`src/rtl/pipe_mux_nx1_pkg.sv`:
```
`default_nettype none
// +----------------------------------------------------------------------+
// | mux_pkg                                                              |
// | Mode encodings and the select-width helper for pipe_mux_nx1.         |
// | Revision: 1.0                                                        |
// +----------------------------------------------------------------------+
package mux_pkg;

    localparam int MUX_MODE_SEL = 0;
    localparam int MUX_MODE_RR  = 1;

    // A select index needs at least one bit, even for a single channel.
    function automatic int clog2_min1(input int n);
        return (n <= 2) ? 1 : $clog2(n);
    endfunction

endpackage
`default_nettype wire

```
`src/rtl/pipe_mux_nx1_rr_arbiter.sv`:
```
`default_nettype none
// +----------------------------------------------------------------------+
// | rr_arbiter                                                           |
// | Rotating-priority search: first request above ptr, wrapping at N.    |
// | Revision: 1.0                                                        |
// +----------------------------------------------------------------------+
module rr_arbiter
    import mux_pkg::*;
#(
    parameter int N     = 4,
    parameter int SEL_W = clog2_min1(N)
) (
    input  logic [N-1:0]     req,
    input  logic [SEL_W-1:0] ptr,
    input  logic             en,
    output logic [SEL_W-1:0] grant,
    output logic             grant_valid
);

    int   w_idx;
    logic w_found;

    // Walk offsets from farthest to nearest so the nearest hit wins.
    always_comb begin
        grant   = '0;
        w_found = 1'b0;
        w_idx   = 0;
        for (int j = N; j >= 1; j--) begin
            w_idx = (int'(ptr) + j) % N;
            if (req[w_idx]) begin
                w_found = 1'b1;
                grant   = SEL_W'(w_idx);
            end
        end
        grant_valid = w_found && en;
    end

endmodule
`default_nettype wire

```
`src/rtl/pipe_mux_nx1.sv`:
```
`default_nettype none
// +----------------------------------------------------------------------+
// | pipe_mux_nx1                                                         |
// | N-input registered mux with valid/ready on every channel and a       |
// | one-entry output buffer; select-steered or round-robin.              |
// | Revision: 1.0                                                        |
// +----------------------------------------------------------------------+
module pipe_mux_nx1
    import mux_pkg::*;
#(
    parameter  int WIDTH = 32,
    parameter  int N     = 4,
    parameter  int MODE  = MUX_MODE_SEL,
    localparam int SEL_W = clog2_min1(N)
) (
    input  logic               clk,
    input  logic               rst_n,
    input  logic [N*WIDTH-1:0] in_data,
    input  logic [N-1:0]       in_valid,
    output logic [N-1:0]       in_ready,
    input  logic [SEL_W-1:0]   sel,
    output logic [WIDTH-1:0]   out_data,
    output logic               out_valid,
    input  logic               out_ready,
    output logic [SEL_W-1:0]   out_src
);

    localparam logic ST_EMPTY = 1'b0;
    localparam logic ST_FULL  = 1'b1;

    logic             r_state;
    logic [WIDTH-1:0] r_data;
    logic [SEL_W-1:0] r_src;

    logic [SEL_W-1:0] w_g;
    logic             w_gv;
    logic             w_gin_valid;
    logic [WIDTH-1:0] w_gin_data;
    logic             w_can_load;
    logic             w_load_ok;
    logic             w_accept;

    generate
        if (MODE == MUX_MODE_RR) begin : g_rr
            logic [SEL_W-1:0] r_ptr;
            logic             w_sel_unused;

            assign w_sel_unused = ^sel;

            rr_arbiter #(
                .N     (N),
                .SEL_W (SEL_W)
            ) u_arb (
                .req         (in_valid),
                .ptr         (r_ptr),
                .en          (1'b1),
                .grant       (w_g),
                .grant_valid (w_gv)
            );

            // Channel 0 gets first priority after reset.
            always_ff @(posedge clk or negedge rst_n) begin
                if (!rst_n) begin
                    r_ptr <= SEL_W'(N - 1);
                end else if (w_accept) begin
                    r_ptr <= w_g;
                end
            end
        end else begin : g_sel
            assign w_g  = sel;
            assign w_gv = ({1'b0, sel} < (SEL_W + 1)'(N));
        end
    endgenerate

    always_comb begin
        w_gin_valid = 1'b0;
        w_gin_data  = '0;
        for (int i = 0; i < N; i++) begin
            if (w_g == SEL_W'(i)) begin
                w_gin_valid = in_valid[i];
                w_gin_data  = in_data[i*WIDTH +: WIDTH];
            end
        end
    end

    // out_ready feeds in_ready combinationally; integrators must budget it.
    assign w_can_load = (r_state == ST_EMPTY) || out_ready;
    assign w_load_ok  = rst_n && w_can_load && w_gv &&
                        ((MODE == MUX_MODE_SEL) || w_gin_valid);
    assign w_accept   = w_load_ok && w_gin_valid;

    always_comb begin
        in_ready = '0;
        for (int i = 0; i < N; i++) begin
            in_ready[i] = w_load_ok && (w_g == SEL_W'(i));
        end
    end

    always_ff @(posedge clk or negedge rst_n) begin
        if (!rst_n) begin
            r_state <= ST_EMPTY;
            r_data  <= '0;
            r_src   <= '0;
        end else begin
            case (r_state)
                ST_EMPTY: begin
                    if (w_accept) begin
                        r_state <= ST_FULL;
                        r_data  <= w_gin_data;
                        r_src   <= w_g;
                    end
                end
                ST_FULL: begin
                    if (w_accept) begin
                        r_data <= w_gin_data;
                        r_src  <= w_g;
                    end else if (out_ready) begin
                        r_state <= ST_EMPTY;
                    end
                end
                default: r_state <= ST_EMPTY;
            endcase
        end
    end

    assign out_valid = (r_state == ST_FULL);
    assign out_data  = r_data;
    assign out_src   = r_src;

endmodule
`default_nettype wire

```
`config.mk`:
```
export PLATFORM = sky130hd
export DESIGN_NAME = pipe_mux_nx1
export DESIGN_NICKNAME = d
export VERILOG_FILES = /design/src/rtl/pipe_mux_nx1_pkg.sv /design/src/rtl/pipe_mux_nx1_rr_arbiter.sv /design/src/rtl/pipe_mux_nx1.sv
export SDC_FILE = /design/constraint.sdc
export NUM_CORES = 1
export LEC_CHECK = 0
export BUFFER_PORTS_ARGS = -buffer_cell sky130_fd_sc_hd__buf_2
export CAP_MARGIN = 20
export CORE_MARGIN = 5
export CORE_UTILIZATION = 36
export CTS_BUF_LIST = sky130_fd_sc_hd__clkbuf_16
export CTS_CLUSTER_SIZE = 12
export DETAILED_ROUTE_END_ITERATION = 8
export PLACE_DENSITY = 0.77
export REMOVE_ABC_BUFFERS = 1
export SLEW_MARGIN = 15
export SYNTH_ARGS = -nofsm -noshare
export SYNTH_HDL_FRONTEND = slang
export SYNTH_SLANG_ARGS = --single-unit
```
`constraint.sdc`:
```
create_clock -name clk -period 1.3 [get_ports clk]
set_clock_uncertainty 0.15 [all_clocks]
set_input_delay 0.13 -clock clk [delete_from_list [all_inputs] [get_ports clk]]
set_output_delay 0.13 -clock clk [all_outputs]
set_load 0.02 [all_outputs]
```
==> results of run 1 <==
## sequential cells by signal, indices dropped and copies added (netlist names)
name	cells
out_data	32
out_src	2
out_valid	1
## per-layer routing
metal	global-route usage (%)	vias up	part of all wire, %
li1	-	914	-
met1	17.8	998	32
met2	35.1	99	57
met3	4.84	12	7.9
met4	6.46	0	2.5
met5	0	-	0
## cell usage after synthesis
cell type                       number
sky130_fd_sc_hd__mux2_2             35
sky130_fd_sc_hd__nor2_1              2
sky130_fd_sc_hd__dfrtp_1            35
sky130_fd_sc_hd__mux4_2             28
sky130_fd_sc_hd__inv_1               1
sky130_fd_sc_hd__buf_2               1
sky130_fd_sc_hd__nand3_1             2
sky130_fd_sc_hd__dlygate4sd1_1       1
sky130_fd_sc_hd__a22o_1              1
sky130_fd_sc_hd__nand2_1             2
sky130_fd_sc_hd__nand2b_1            1
sky130_fd_sc_hd__a31o_2              1
sky130_fd_sc_hd__nor3_1              2
sky130_fd_sc_hd__clkbuf_1            2
sky130_fd_sc_hd__buf_6               7
sky130_fd_sc_hd__mux4_1              5
sky130_fd_sc_hd__nand3_4             1
## worst paths after layout
| check | start | end | slack, ns | depth (start not counted) |
|---|---|---|---|---|
| max in group asynchronous | rst_n | out_valid$_DFF_PN0_ | 0.47 | 3 |
| setup reg to reg | out_valid$_DFF_PN0_ | out_data[7]$_DFFE_PN0P_ | -0.23 | 5 |
| min in group clk | out_ready | out_valid$_DFF_PN0_ | 0.12 | 4 |
| hold / removal | rst_n | out_data[7]$_DFFE_PN0P_ | 0.03 | 3 |
| setup / recovery | out_valid$_DFF_PN0_ | out_data[7]$_DFFE_PN0P_ | -0.23 | 5 |
| hold reg to reg | out_data[26]$_DFFE_PN0P_ | out_data[26]$_DFFE_PN0P_ | 0.34 | 1 |
## area by class of cell
type                       instances  area (um^2)  share of cell area [%]
clock buffer                       5          125                    3.49
timing repair buffer             200         1190                    33.1
tap                               75         93.8                    2.62
sequential                        35          876                    24.4
multi-input combinational         80         1280                    35.8
clock inverter                     3         20.0                   0.558
inverter                           1         3.75                   0.105
## tightest hold or removal path, stage by stage
cell	delay (ns)
sky130_fd_sc_hd__buf_2	0.18
sky130_fd_sc_hd__dlymetal6s4s_1	0.29
sky130_fd_sc_hd__buf_4	0.18
## power by group through the flow
stage | Combinational, mW | Sequential (mW) | Clock, mW
after detailed placement | 1.71 | 1.55 | 0
final | 1.78 | 1.54 | 1.13
after global placement | 1.66 | 1.54 | 0
after global routing | 1.89 | 1.59 | 1.22
after CTS | 1.73 | 1.54 | 1.17
after floorplan | 0.520 | 1.94 | 0
## through the flow
step           hold slack (ns)  utilization (%)  setup TNS [ns]  area, um^2  instances
2_1_floorplan           -0.316                -          -11.18        2110        116
5_1_grt                 0.0590             60.3          -10.04        3590        399
3_5_place_dp            -0.169             54.5          -13.54        3250        383
3_3_place_gp            -0.173             54.5          -12.70        3250        383
6_report                0.0265             60.3           -7.81        3590        399
4_1_cts                 0.0625             57.8           -6.42        3440        393
## what timing repair did
action	4_1_cts	5_1_grt
hold buffers	1	1
hold endpoints to repair	35	1
setup endpoints to repair	38	38
cloned	0	4
pin swaps	1	3
setup buffers	1	1
gates resized for setup	9	9
## cell families after synthesis
kind of cell / after synthesis
buf+inv: 12
simple gates: 10
flops: 35
compound gates: 2
mux: 68
## cell usage in the layout (no fill, tap or decap), types with 2 or more instances in the layout
master                       Yosys  layout
sky130_fd_sc_hd__buf_2           1     171
sky130_fd_sc_hd__buf_4           0      17
sky130_fd_sc_hd__mux2_2         35      34
sky130_fd_sc_hd__clkbuf_16       0       8
sky130_fd_sc_hd__buf_12          0       3
sky130_fd_sc_hd__dfrtp_1        35      35
sky130_fd_sc_hd__mux4_1          5       5
sky130_fd_sc_hd__clkinvlp_4      0       2
sky130_fd_sc_hd__buf_6           7       4
sky130_fd_sc_hd__mux4_2         28      28
==> impl_metrics.tcl, run 1 <==
set metrics [dict create \
    grt-ovfl-total 0 \
    critical-path-slowest-cell "sky130_fd_sc_hd__dfrtp_1" \
    criticalPathCategory "reg -> reg" \
    finalCriticalPeriod_ns 1.53 \
    clkPwrFrac_pct 25.3 \
    clock_root_buffer "sky130_fd_sc_hd__clkbuf_16" \
    synth.ff_latch_count 35 \
    synth.area.top_cells "sky130_fd_sc_hd__dfrtp_1 (40%), sky130_fd_sc_hd__mux4_2 (29%), sky130_fd_sc_hd__mux2_2 (18%)" \
    drt-vias-per-instance 5.07 \
    clkTransAtPathRegs_ns 0.06 \
    number_of_buffer_cells_added_on_primary_ports 175 \
    timing.hold.worst.class "in -> async" \
    failed_checks "negative setup slack" \
    dr.first_iter.drc_count 54 \
    sw_frac_of_total_pct 32.9 \
    area_delta_synth_final_pct 62.2 \
    grt_start_max_net_pins 25 \
    die_area_mm2 0.00781 \
    critical_path.cell_chain "nand2b_4 -> buf_6 -> nand3_4 -> clkbuf_16 -> mux2_4" \
    max-slew-margin-rel_pct 77.6 \
    finalWeightedCongestion 0.763 \
    synth_top_cell_area_share_pct 39.6 \
    ant_nets 0 \
    post_synthesis_mean_instance_area_um2 17.4 \
    wl_mm 7.22 \
    post_synth_mux_area_share_pct 52.3 \
    p_switching_mw 1.46 \
    filler_cell_count 509 \
    fmax_mhz 652 \
    cp.buffers_inverters 2 \
    core.rowCount 28 \
    setup_slack_after_layout_ns -0.234 \
    diodes 0 \
    post_synth_num_cell_types 17 \
    grt_setup_unrepaired "true" \
    drcViolationCount 0 \
    hold_viol_final 0 \
    slew_viol_final 0 \
    gr-usage-all-layers_pct 17.9 \
    required_time_of_the_critical_path_ns 1.31 \
    vdd_drop_max_uv 582 \
    combPwrFrac_pct 40.0 \
    cts_sinks 35 \
    critPathArrivalTime_ns 1.54 \
    htree_num_levels 2 \
    post-route-period-util_pct 118 \
    total_leakage_power_nw 1.78 \
    start_util_pct 37.1 \
    post-dp-hpwl_mm 5.93 \
    synth_seq_area_share_pct 39.6 \
    dr_total_vias 2023 \
    place_worst_setup_slack_ns -0.415 \
    status "complete, but fails checks" \
    avgRoutedWirePerCell_um 18.1 \
    area_share_of_xor_xnor_cells_in_the_synthesized_design_pct 0 \
    combinational_family_with_the_most_area_after_synthesis "multiplexers" \
    seqPwrFrac_pct 34.7 \
    setup.worst_path.start_class "flop" \
    path_delay_family "flip-flops" \
    finalNetCount 460 \
    internal_power_mw 2.99 \
    clk_latency_ns 0.27 \
    placeableCoreArea_mm2 0.00596 \
    synth-adder-area-share_pct 0 \
    synthSimpleGateAreaFrac_pct 2.66 \
    power.total_mw 4.45 \
    top_level_ports 176 \
    clockBufferDepth 2 \
    crit_path_end_kind "flop" \
    max-cap-violations 0 \
    antenna_found_initial 0 \
    cts-buffers-inserted 5 \
    drt-pass1-iter-count 4 \
    pwrdens_mw_per_mm2 1240 \
    layout_cells_sized_above_1_pct 85.5 \
    synth_cells 127 \
    synth-compound-area-share_pct 0.792 \
    cp_slowest_stage_delay_ns 0.40 \
    post_synth_instance_area_mm2 0.00221 \
    setup_viol_count_final 38 \
    yosysTopAreaCell "sky130_fd_sc_hd__dfrtp_1" \
    yosysWarnings 0 \
    critPathMaxFanout 7 \
    die-width_um 88.4 \
    first_pass_grt_wire_length_mm 10.6 \
    clock_tree_from_tritoncts "yes" \
    tightestPinTransition_ns 0.336 \
    die-height_um 88.4 \
    grt_pass1_vias 2275 \
]
Power figures use the tool's default switching activity.
==> run 2: changes to the inputs <==
BUFFER_PORTS_ARGS = default   (was -buffer_cell sky130_fd_sc_hd__buf_2)
CORE_UTILIZATION = 55   (was 36)
DONT_BUFFER_PORTS = 1   (was default)
PLACE_DENSITY = 0.73   (was 0.77)
==> impl_metrics.tcl, run 2 (synthesis results as in run 1) <==
set metrics [dict create \
    tightestPinTransition_ns 0.239 \
    max-slew-margin-rel_pct 84.1 \
    finalNetCount 279 \
    diodes 0 \
    fmax_mhz 657 \
    clkTransAtPathRegs_ns 0.05 \
    grt_pass1_vias 1547 \
    clock_root_buffer "sky130_fd_sc_hd__clkbuf_16" \
    clockBufferDepth 2 \
    timing.hold.ws_ns -0.457 \
    core.rowCount 23 \
    setup_slack_after_layout_ns -0.222 \
    slew_viol_final 0 \
    failed_checks "negative hold slack, negative setup slack" \
    critPathArrivalTime_ns 1.24 \
    place_area_mm2 0.00227 \
    grt_start_max_net_pins 40 \
    gr-usage-all-layers_pct 20.7 \
    grt-ovfl-total 0 \
    timing.hold.worst.class "in -> async" \
    fin_tns_setup_ns -7.17 \
    dr.first_iter.drc_count 89 \
    cts_sinks 35 \
    post-dp-hpwl_mm 4.21 \
    dr_total_vias 1336 \
    most-common-layout-cells "sky130_fd_sc_hd__mux2_2 (35), sky130_fd_sc_hd__dfrtp_1 (35), sky130_fd_sc_hd__mux4_2 (28)" \
    max-cap-violations 0 \
    layout_cells_sized_above_1_pct 64.3 \
    final_core_util_pct 65.3 \
    setup_viol_count_final 38 \
    avgRoutedWirePerCell_um 29.8 \
    required_time_of_the_critical_path_ns 1.02 \
    clk_latency_ns 0.27 \
    ant_nets 0 \
    die-width_um 73.4 \
    cts-buffers-inserted 5 \
    setup.worst_path.start_class "flop" \
    clock_tree_from_tritoncts "yes" \
    top_level_ports 176 \
    cts.hold.buffers_added 3 \
    total_leakage_power_nw 1.03 \
    die-height_um 73.4 \
    crit_path_end_kind "output port" \
    hold_viol_final 35 \
    critPathMaxFanout 3 \
    placeableCoreArea_mm2 0.00394 \
    drcViolationCount 0 \
    first_pass_grt_wire_length_mm 8.11 \
    stdcell_area_mm2 0.00258 \
    number_of_buffer_cells_added_on_primary_ports 0 \
    finalCriticalPeriod_ns 1.52 \
    wl_mm 5.74 \
    area_delta_synth_final_pct 16.5 \
    post-route-period-util_pct 117 \
    antenna_found_initial 0 \
    pwrdens_mw_per_mm2 1490 \
    grt_setup_unrepaired "true" \
    finalWeightedCongestion 0.778 \
    status "complete, but fails checks" \
    die_area_mm2 0.00539 \
    place_worst_setup_slack_ns -0.265 \
    drt-pass1-iter-count 4 \
    criticalPathCategory "reg -> out" \
    vdd_drop_max_uv 969 \
    power.total_mw 3.84 \
    drt-vias-per-instance 6.92 \
    htree_num_levels 2 \
    start_util_pct 56.1 \
    largest_register_ffs 32 \
]
[run 2: layer usage]
metal  GRT usage, %  wire [um]
met1           24.2       1880
met2           34.9       3200
met3           8.89        594
met4           5.84         74
met5              0          0
[run 2: path summary, 6_finish.rpt]
kind | start | endpoint | slack (ns) | depth (start not counted)
min reg2reg | out_data[25]$_DFFE_PN0P_ | out_data[25]$_DFFE_PN0P_ | 0.38 | 1
min | rst_n | out_data[30]$_DFFE_PN0P_ | -0.46 | 1
max | out_valid$_DFF_PN0_ | in_ready[0] | -0.22 | 5
min in group clk | sel[1] | out_data[29]$_DFFE_PN0P_ | 0.01 | 2
max reg2reg | out_valid$_DFF_PN0_ | out_src[1]$_DFFE_PN0P_ | -0.22 | 6
max in group asynchronous | rst_n | out_data[9]$_DFFE_PN0P_ | 1.26 | 1
[run 2: power by group]
part / internal (mW) / switching, mW
registers: 1.40 / 0.580
clock network: 0.688 / 0.409
logic: 0.522 / 0.240
total: 2.61 / 1.23
[run 2: repair_timing]
action	4_1_cts	5_1_grt
setup buffers	2	2
resized for setup	5	5
endpoints found under the hold margin	38	35
pin swaps	3	3
endpoints found under the setup margin	38	38
gates cloned	0	2
[run 2: layout make-up]
class / count / area, um^2
well taps: 50 / 62.6
clock inverters: 3 / 11.3
flip-flops and latches: 35 / 876
fillers: 281 / 1370
repair buffers: 19 / 231
inverters: 1 / 3.75
multi-input cells: 80 / 1270
clock buffers: 5 / 125
[run 2: per-stage QoR]
| stage | hold slack (ns) | cells |
|---|---|---|
| after floorplan | -0.316 | 116 |
| after global placement | -0.315 | 176 |
| after detailed placement | -0.315 | 176 |
| after CTS | -0.452 | 189 |
| after global routing | -0.450 | 193 |
| final | -0.457 | 193 |
[run 2: critical path, stage by stage, from the launching register on]
cell	delay [ns]
sky130_fd_sc_hd__dfrtp_1	0.38
sky130_fd_sc_hd__nand2b_1	0.12
sky130_fd_sc_hd__buf_6	0.13
sky130_fd_sc_hd__nand2_4	0.06
sky130_fd_sc_hd__nor3_2	0.12
sky130_fd_sc_hd__buf_4	0.17
==> run 3: changes to the inputs <==
CORE_ASPECT_RATIO = 1.25   (was default)
CORE_UTILIZATION = 57   (was 55)
PLACE_DENSITY = 0.75   (was 0.73)
==> impl_metrics.tcl, run 3 (synthesis results as in run 1) <==
set metrics [dict create \
    first_pass_grt_wire_length_mm 8.12 \
    grt_setup_unrepaired "true" \
    timing.hold.ws_ns -0.459 \
    clock_root_buffer "sky130_fd_sc_hd__clkbuf_16" \
    diodes 0 \
    drt-pass1-iter-count 4 \
    regToRegStartpoint "out_valid$_DFF_PN0_" \
    setup_slack_after_layout_ns -0.206 \
    dr.first_iter.drc_count 55 \
    die_area_mm2 0.00523 \
    dr_total_vias 1350 \
    gr-usage-all-layers_pct 21.8 \
    reg2reg_to "out_data[12]$_DFFE_PN0P_" \
    fmax_mhz 664 \
    core.rowCount 25 \
    drt-vias-per-instance 6.89 \
    clock_tree_from_tritoncts "yes" \
    wl_mm 5.76 \
    placeableCoreArea_mm2 0.00378 \
    pwrdens_mw_per_mm2 1460 \
    avgRoutedWirePerCell_um 29.4 \
    reg2reg_slack_ns -0.21 \
    reg2regPathDepth 5 \
    htree_num_levels 2 \
    die-width_um 65.7 \
    layout_cells_sized_above_1_pct 65.5 \
    critPathArrivalTime_ns 1.51 \
    timing.hold.worst.class "in -> async" \
    critical_path.cell_chain "nand2b_1 -> buf_4 -> nand3_4 -> clkbuf_16 -> mux2_2" \
    max-slew-margin-rel_pct 83.8 \
    required_time_of_the_critical_path_ns 1.31 \
    die-height_um 79.7 \
    timing.critical_path.to "out_data[12]$_DFFE_PN0P_" \
    finalCriticalPeriod_ns 1.51 \
    grt-ovfl-total 0 \
    failed_checks "negative hold slack, negative setup slack" \
    path_delay_family "flip-flops" \
    crit_path_end_kind "flop" \
    clk_latency_ns 0.27 \
    top_level_ports 176 \
    number_of_buffer_cells_added_on_primary_ports 0 \
    critPathMaxFanout 8 \
    total_leakage_power_nw 1.04 \
    area_delta_synth_final_pct 17.4 \
    cp.buffers_inverters 2 \
    vdd_drop_max_uv 968 \
    status "complete, but fails checks" \
    criticalPathCategory "reg -> reg" \
    grt_pass1_vias 1656 \
    cts-buffers-inserted 5 \
    largest_register_ffs 32 \
    critical_path_cell_count 5 \
    post-dp-hpwl_mm 4.29 \
    fin_tns_setup_ns -7.03 \
    cts.hold.buffers_added 3 \
    critical-path-slowest-cell "sky130_fd_sc_hd__dfrtp_1" \
    hold_viol_final 35 \
    grt_start_max_net_pins 40 \
    most-common-layout-cells "sky130_fd_sc_hd__mux2_2 (35), sky130_fd_sc_hd__dfrtp_1 (35), sky130_fd_sc_hd__mux4_2 (28)" \
    finalNetCount 280 \
    cp_slowest_stage_delay_ns 0.34 \
    setup.worst_path.start_class "flop" \
    max-cap-violations 0 \
    drcViolationCount 0 \
    slew_viol_final 0 \
    post-route-period-util_pct 116 \
    clkTransAtPathRegs_ns 0.05 \
    clockBufferDepth 2 \
    start_util_pct 58.4 \
    finalWeightedCongestion 0.716 \
    power.total_mw 3.80 \
    ant_nets 0 \
    cts_sinks 35 \
    antenna_found_initial 0 \
    startpoint "out_valid$_DFF_PN0_" \
    setup_viol_count_final 38 \
    tightestPinTransition_ns 0.243 \
]
## run 3: power breakdown
| group | internal (mW) | switching, mW | leakage [nW] |
|---|---|---|---|
| combinational | 0.520 | 0.228 | 0.559 |
| clock | 0.679 | 0.384 | 0.0669 |
| sequential | 1.40 | 0.589 | 0.410 |
## run 3: worst min path at each step
stage,from,end,cells after the start
global route,rst_n,out_data[20]$_DFFE_PN0P_,1
global placement,rst_n,out_data[20]$_DFFE_PN0P_,0
floorplan,rst_n,out_data[0]$_DFFE_PN0P_,0
finish,rst_n,out_data[31]$_DFFE_PN0P_,1
detailed placement,rst_n,out_data[20]$_DFFE_PN0P_,0
CTS,rst_n,out_data[31]$_DFFE_PN0P_,1
## run 3: final cells by class
type                       instances  area (um^2)
multi-input combinational         80         1280
fill                             227         1190
sequential                        35          876
timing repair buffer              20          243
clock buffer                       5          125
tap                               54         67.6
clock inverter                     1         3.75
inverter                           1         3.75
## run 3: metrics by stage
stage | cell area, um^2 | std cells | utilization, % | setup WS (ns) | hold slack, ns
final | 2600 | 196 | 68.6 | -0.206 | -0.459
after global routing | 2600 | 196 | 68.6 | -0.275 | -0.448
after CTS | 2490 | 191 | 65.9 | -0.217 | -0.452
after global placement | 2270 | 179 | 60.0 | -0.236 | -0.315
after detailed placement | 2270 | 179 | 60.0 | -0.271 | -0.315
after floorplan | 2110 | 116 | - | -0.320 | -0.316
## run 3: what timing repair did
action | in CTS | in global routing
endpoints found under the hold margin | 37 | 35
setup endpoints to repair | 38 | 38
resized for setup | 6 | 6
pin swaps | 2 | 3
setup buffers | 3 | 2
cloned | 0 | 3
## run 3: layer usage
layer / track usage, % / part of all wire (%)
met2: 40.6 / 58
met1: 19.8 / 28
met4: 9.96 / 3.2
met3: 9.01 / 11
met5: 0 / 0
## run 3: worst reg2reg max path, delay by kind of cell (launching register included)
family | cells | cell delay, ns
buffers and inverters | 2 | 0.34
DFF | 1 | 0.34
muxes | 1 | 0.33
and+or+nand+nor | 2 | 0.24
